==> config.mk <==
export PLATFORM = sky130hd
export DESIGN_NAME = alu_divider
export DESIGN_NICKNAME = d
export VERILOG_FILES = /design/src/rtl/alu_pkg.sv /design/src/rtl/alu_divider_div_step.sv /design/src/rtl/alu_divider.sv
export SDC_FILE = /design/constraint.sdc
export NUM_CORES = 1
export LEC_CHECK = 0
export CELL_PAD_IN_SITES_DETAIL_PLACEMENT = 1
export CELL_PAD_IN_SITES_GLOBAL_PLACEMENT = 2
export CORE_MARGIN = 8
export CORE_UTILIZATION = 35
export DETAILED_ROUTE_END_ITERATION = 10
export HOLD_SLACK_MARGIN = 0.1
export PLACE_DENSITY = 0.77
export SETUP_SLACK_MARGIN = 0.5
export SYNTH_ARGS = -nofsm -noshare
export SYNTH_HDL_FRONTEND = slang
export SYNTH_HIERARCHICAL = 1
export SYNTH_SLANG_ARGS = --single-unit
==> constraint.sdc <==
create_clock -name clk -period 3.91 [get_ports clk]
set_input_delay 0.9775 -clock clk [delete_from_list [all_inputs] [get_ports clk]]
set_output_delay 0.9775 -clock clk [all_outputs]
set_load 0.03 [all_outputs]
==> src/rtl/alu_pkg.sv <==
// alu_pkg: shared ALU/divider op codes, divider state encoding and datapath width
package alu_pkg;
    localparam int WIDTH  = 32;
    localparam int CYCLES = WIDTH + 3;
    localparam logic [4:0] OP_DIVU = 5'd20;
    localparam logic [4:0] OP_REMU = 5'd21;
    localparam logic [4:0] OP_DIV  = 5'd22;
    localparam logic [4:0] OP_REM  = 5'd23;
    typedef enum logic [1:0] {IDLE, SETUP, DIVIDE, FIXUP} div_state_t;
endpackage

==> src/rtl/alu_divider_div_step.sv <==
// div_step: one radix-2 restoring division step on the {rem, quo} pair
module div_step #(
    parameter int W = 32
) (
    input  logic [W-1:0] rem_i,
    input  logic [W-1:0] quo_i,
    input  logic [W-1:0] divisor_i,
    output logic [W-1:0] rem_o,
    output logic [W-1:0] quo_o
);
    logic [W:0] shifted;
    logic [W:0] trial;
    always_comb begin
        shifted = {rem_i, quo_i[W-1]};
        trial   = shifted - {1'b0, divisor_i};
        rem_o   = trial[W] ? shifted[W-1:0] : trial[W-1:0];
        quo_o   = {quo_i[W-2:0], ~trial[W]};
    end
endmodule

==> src/rtl/alu_divider.sv <==
// alu_divider: multi-cycle signed/unsigned 32-bit divider with fixed start-to-done latency
module alu_divider
    import alu_pkg::*;
(
    input  logic              clk,
    input  logic              reset,
    input  logic [WIDTH-1:0]  a,
    input  logic [WIDTH-1:0]  b,
    input  logic [7:0]        op,
    input  logic              start,
    output logic              busy,
    output logic              done,
    output logic [WIDTH-1:0]  c,
    output logic              is_zero,
    output logic              is_negative
);
    div_state_t state_q, state_d;
    logic [WIDTH-1:0] a_q, a_d, b_q, b_d, dvs_q, dvs_d, rem_q, rem_d, quo_q, quo_d, c_q, c_d;
    logic [4:0] op_q, op_d, cnt_q, cnt_d;
    logic sq_q, sq_d, sr_q, sr_d, z_q, z_d, n_q, n_d, done_q, done_d;
    logic [WIDTH-1:0] step_rem, step_quo, q_fix, r_fix, res;
    logic signed_op, div0, unused_op;
    assign unused_op = ^op[7:5];
    div_step #(.W(WIDTH)) u_step (
        .rem_i     (rem_q),
        .quo_i     (quo_q),
        .divisor_i (dvs_q),
        .rem_o     (step_rem),
        .quo_o     (step_quo)
    );
    // Divide by zero keeps the raw unsigned result: all-ones quotient, untouched dividend
    always_comb begin
        signed_op = (op_q == OP_DIV) || (op_q == OP_REM);
        div0      = (b_q == '0);
        q_fix     = (sq_q && !div0) ? -quo_q : quo_q;
        r_fix     = div0 ? a_q : sr_q ? -rem_q : rem_q;
        res       = (op_q == OP_DIVU || op_q == OP_DIV) ? q_fix :
                    (op_q == OP_REMU || op_q == OP_REM) ? r_fix : '0;
        state_d = state_q;
        a_d     = a_q;
        b_d     = b_q;
        op_d    = op_q;
        dvs_d   = dvs_q;
        rem_d   = rem_q;
        quo_d   = quo_q;
        cnt_d   = cnt_q;
        sq_d    = sq_q;
        sr_d    = sr_q;
        c_d     = c_q;
        z_d     = z_q;
        n_d     = n_q;
        done_d  = 1'b0;
        case (state_q)
            IDLE: if (start) begin
                a_d     = a;
                b_d     = b;
                op_d    = op[4:0];
                state_d = SETUP;
            end
            SETUP: begin
                sq_d    = signed_op & (a_q[WIDTH-1] ^ b_q[WIDTH-1]);
                sr_d    = signed_op & a_q[WIDTH-1];
                dvs_d   = (signed_op && b_q[WIDTH-1]) ? -b_q : b_q;
                quo_d   = (signed_op && a_q[WIDTH-1]) ? -a_q : a_q;
                rem_d   = '0;
                cnt_d   = 5'(WIDTH - 1);
                state_d = DIVIDE;
            end
            DIVIDE: begin
                rem_d   = step_rem;
                quo_d   = step_quo;
                cnt_d   = cnt_q - 5'd1;
                state_d = (cnt_q == 5'd0) ? FIXUP : DIVIDE;
            end
            FIXUP: begin
                c_d     = res;
                z_d     = (res == '0);
                n_d     = res[WIDTH-1];
                done_d  = 1'b1;
                state_d = IDLE;
            end
        endcase
    end
    always_ff @(posedge clk) begin
        if (reset) begin
            state_q <= IDLE;
            a_q     <= '0;
            b_q     <= '0;
            op_q    <= '0;
            dvs_q   <= '0;
            rem_q   <= '0;
            quo_q   <= '0;
            cnt_q   <= '0;
            sq_q    <= 1'b0;
            sr_q    <= 1'b0;
            c_q     <= '0;
            z_q     <= 1'b1;
            n_q     <= 1'b0;
            done_q  <= 1'b0;
        end else begin
            state_q <= state_d;
            a_q     <= a_d;
            b_q     <= b_d;
            op_q    <= op_d;
            dvs_q   <= dvs_d;
            rem_q   <= rem_d;
            quo_q   <= quo_d;
            cnt_q   <= cnt_d;
            sq_q    <= sq_d;
            sr_q    <= sr_d;
            c_q     <= c_d;
            z_q     <= z_d;
            n_q     <= n_d;
            done_q  <= done_d;
        end
    end
    assign busy        = (state_q != IDLE);
    assign done        = done_q;
    assign c           = c_q;
    assign is_zero     = z_q;
    assign is_negative = n_q;
endmodule
==> impl_metrics.py <==
metrics = {
    "layout": {
        "diodes": 0,
        "final_cell_area_mm2": 0.0163,
        "areaGrowthSynthToFinish_pct": 20.4,
        "utilization": 0.424,
        "drive_above_1_share": 0.108,
        "nNetsFinal": 1920,
    },
    "synth": {
        "synth_flop_cell": "dfxtp_1",
        "synth_area_leaders": "dfxtp_1, nand2_1, a21oi_1",
        "synthesis.nets": 1865,
        "synthesis.area_mm2": 0.0135,
        "synth_top_area_frac": 0.308,
        "synth_edf_count": 0,
        "yosysSeqAreaShare": 0.308,
        "synthCells": 1747,
        "postSynthAreaPerCell_um2": 7.74,
        "ys.warnings.count": 6,
        "synth_cell_types": 86,
        "synthArstFlopShare": 0,
        "ys_ff_latch": 208,
        "yosys.area.top_type": "dfxtp_1",
    },
    "sta": {
        "fin_ws_ns": 0.524,
        "slew_viol_final": 0,
        "fmax_mhz": 295,
        "hold_violations": 0,
        "fin_crit_ns": 3.39,
        "worst_slew_pin_slew_ns": 0.970,
        "post-route-period-util": 0.866,
        "grt_setup_unrepaired": "true",
        "hold_ws_ns": 0.475,
        "setup_violations": 0,
        "relSlewSlack": 0.353,
        "skew_ns": 0.0128,
        "tns_ns": 0,
    },
    "clock_tree": {
        "cts_tree": "yes",
        "htree_levels": 1,
        "clkSinkCount": 208,
        "numCtsBuffers": 27,
        "clockRootBuffer": "clkbuf_16",
        "clkTransAtPathRegs_ns": 0.06,
        "cts_buffer_depth": 3,
        "hold_buffers": 0,
        "clock_latency_ns": 0.55,
    },
    "floorplanning": {
        "coreArea_mm2": 0.0384,
        "ios": 111,
        "dieWidth_um": 213,
        "rows": 72,
        "die-area_mm2": 0.0452,
        "dieHeight_um": 213,
        "start_util": 0.352,
    },
    "hold_path": {
        "min_path_type": "reg2reg",
        "min_path_cells": 2,
        "min_from": "op_q[3]$_SDFFE_PP0P_",
        "min_to": "op_q[3]$_SDFFE_PP0P_",
    },
    "route": {
        "drc": 0,
        "drt_wl_total_um": 47400,
        "vias_per_cell": 5.52,
        "routedWlPerCell_um": 20.2,
        "ant_nets": 0,
        "vias": 12900,
        "first_pass_iters": 5,
        "drt_iter0_drc": 898,
    },
    "global_routing": {
        "antenna_found_initial": 0,
        "grt_max_degree": 79,
        "grt_pass1_wl_um": 72900,
        "grt_pass1_vias": 12700,
        "grt_util_all_layers": 0.201,
        "gr-total-overflow": 0,
    },
    "worst_setup_path": {
        "end_kind": "flip-flop",
        "worstPathRequired_ns": 4.34,
        "rrSetupSlack_ns": 0.52,
        "cp_slowest_cell": "or4_1",
        "path_cells": "inv_1 -> ha_1 -> or3b_2 -> or3_4 -> buf_4 -> or4_1 -> o311a_1 -> o2111a_1 -> nor2b_2 -> nand4_1 -> nor3_1 -> a311o_1",
        "critPathTopFamily": "simple AND/OR/NAND/NOR gates",
        "crit_path_start_kind": "flip-flop",
        "path_class": "reg2reg",
        "critPathMaxFanout": 6,
        "cp_data_arrival_time_ns": 3.81,
        "rr_worst_depth": 12,
        "r2r_start": "b_q[0]$_SDFFE_PP0P_",
        "crit_buf_inv": 2,
        "rr_endpoint": "is_zero$_SDFFE_PP1P_",
        "cpPeakStageDelay_ns": 0.52,
    },
    "placed_design": {
        "place_area_mm2": 0.0149,
        "place_hpwl_um": 34900,
        "pre_cts_slack_ns": 0.336,
        "place_congestion": 0.851,
        "io_buffer_count": 107,
    },
    "power": {
        "vdd_ir_drop_max_v": 0.000288,
        "power_density_mw_per_mm2": 624,
        "leakagePower_nw": 6.14,
    },
    "run": {
        "drv_cap": 0,
    },
    "status": {
        "status": "complete, no violations",
    },
}
## through the flow
step | instances | power (mW)
after floorplan | 1747 | 5.81
after global placement | 2277 | 6.97
after detailed placement | 2277 | 7.07
after CTS | 2327 | 10.1
after global routing | 2339 | 10.8
final | 2339 | 10.2
## report_power, final
group | switching, mW | internal, mW
logic | 2.61 | 1.71
registers | 0.438 | 2.48
clock network | 1.02 | 1.91
total | 4.07 | 6.10
## synthesized netlist by cell type, types with 5 or more instances
| cell type | n |
|---|---|
| o31ai_1 | 25 |
| a22oi_1 | 34 |
| inv_1 | 53 |
| xnor2_1 | 71 |
| mux2i_1 | 29 |
| mux2_2 | 6 |
| nand2b_1 | 10 |
| a311oi_1 | 9 |
| or4_1 | 13 |
| nand4_1 | 17 |
| dfxtp_1 | 208 |
| and3_1 | 12 |
| nor3_1 | 26 |
| nor4_1 | 23 |
| o211ai_1 | 11 |
| a2bb2oi_1 | 10 |
| buf_4 | 36 |
| o41ai_1 | 10 |
| or3_1 | 23 |
| nand2_1 | 224 |
| clkbuf_1 | 87 |
| a31oi_1 | 8 |
| a211oi_1 | 63 |
| ha_1 | 42 |
| mux2_4 | 19 |
| a21oi_1 | 152 |
| buf_1 | 13 |
| nor2b_1 | 8 |
| o21ai_0 | 82 |
| nor2_1 | 197 |
| a21o_1 | 18 |
| nand3_1 | 38 |
| o22ai_1 | 5 |
| nor3b_1 | 5 |
| o32a_1 | 7 |
| o21a_1 | 7 |
| xor2_1 | 61 |
| and2_1 | 5 |
## layout by cell type, fill, tap and decap left out, types with 13 or more instances in the layout
| master | instances |
|---|---|
| mux2_4 | 23 |
| a211oi_1 | 63 |
| o21ai_0 | 81 |
| dfxtp_1 | 206 |
| xor2_1 | 61 |
| clkbuf_16 | 27 |
| a22oi_2 | 18 |
| nand3_1 | 37 |
| a21oi_1 | 150 |
| or4_1 | 13 |
| buf_4 | 56 |
| xnor2_1 | 71 |
| nand2_1 | 223 |
| nor3_1 | 25 |
| o31ai_1 | 24 |
| a21o_1 | 18 |
| clkdlybuf4s50_1 | 106 |
| nand4_1 | 17 |
| a22oi_1 | 17 |
| ha_1 | 37 |
| nor4_1 | 22 |
| mux2i_1 | 29 |
| inv_1 | 52 |
| nor2_1 | 197 |
| or3_1 | 22 |
## cell type report
type / instances / area, um^2
clock buffer: 32 / 724
clock inverter: 16 / 323
fill: 4689 / 22100
inverter: 55 / 223
multi-input combinational: 1338 / 8550
sequential: 208 / 4170
tap: 518 / 648
timing repair buffer: 170 / 1620
timing repair inverter: 2 / 32.5
## worst register-to-register path, delay by kind of cell (launching register included)
family	cells	cell delay, ns
and+or+nand+nor	6	1.76
AOI/OAI and AO/OA	3	0.72
adders and majority gates	1	0.19
DFF	1	0.36
buffers and inverters	2	0.25
## per-layer routing
layer	GRT usage	wire, um	up-vias
met4	0.0628	1270	0
li1	-	-	6314
met3	0.0279	2560	61
met1	0.297	23600	6246
met5	0	0	-
met2	0.298	19900	296
## registers in the layout (all words and copies together) (netlist names), 2 cells and up
name and flops:
op_q 5, rem_q 32, state_q 2, cnt_q 5
c 32, a_q 32, b_q 32, dvs_q 32
quo_q 32
## how the worst max path moves through the flow
stage | end | depth (start not counted) | slack (ns) | start
after detailed placement | is_zero$_SDFFE_PP1P_ | 11 | 0.34 | b_q[0]$_SDFFE_PP0P_
after CTS | rem_q[7]$_SDFFE_PP0P_ | 15 | 0.49 | quo_q[31]$_SDFFE_PP0P_
after global placement | is_zero$_SDFFE_PP1P_ | 11 | 0.37 | b_q[0]$_SDFFE_PP0P_
after global routing | is_zero$_SDFFE_PP1P_ | 11 | 0.39 | b_q[0]$_SDFFE_PP0P_
final | is_zero$_SDFFE_PP1P_ | 12 | 0.52 | b_q[0]$_SDFFE_PP0P_
after floorplan | rem_q[10]$_SDFFE_PP0P_ | 17 | 0.51 | quo_q[31]$_SDFFE_PP0P_
## logic make-up (layout without fill, tap and decap cells)
family                   count (synthesis)  in the layout  synth area share
AND/OR/NAND/NOR                        631            631             0.215
adder cells (fa/ha/maj)                 43             43            0.0403
AO/OA/AOI/OAI                          477            477             0.229
multiplexers                            55             55            0.0492
buffers and inverters                  201            275            0.0733
XOR/XNOR                               132            132            0.0855
flip-flops                             208            208             0.308
## what timing repair did
| item | 4_1_cts | 5_1_grt |
|---|---|---|
| setup buffers | 1 | 11 |
| gates resized for setup | 9 | 38 |
| setup endpoints to repair | 24 | 36 |
| pin swaps | 3 | 11 |
| cloned | 1 | 1 |
No activity file was read; power rests on OpenSTA's default activity.
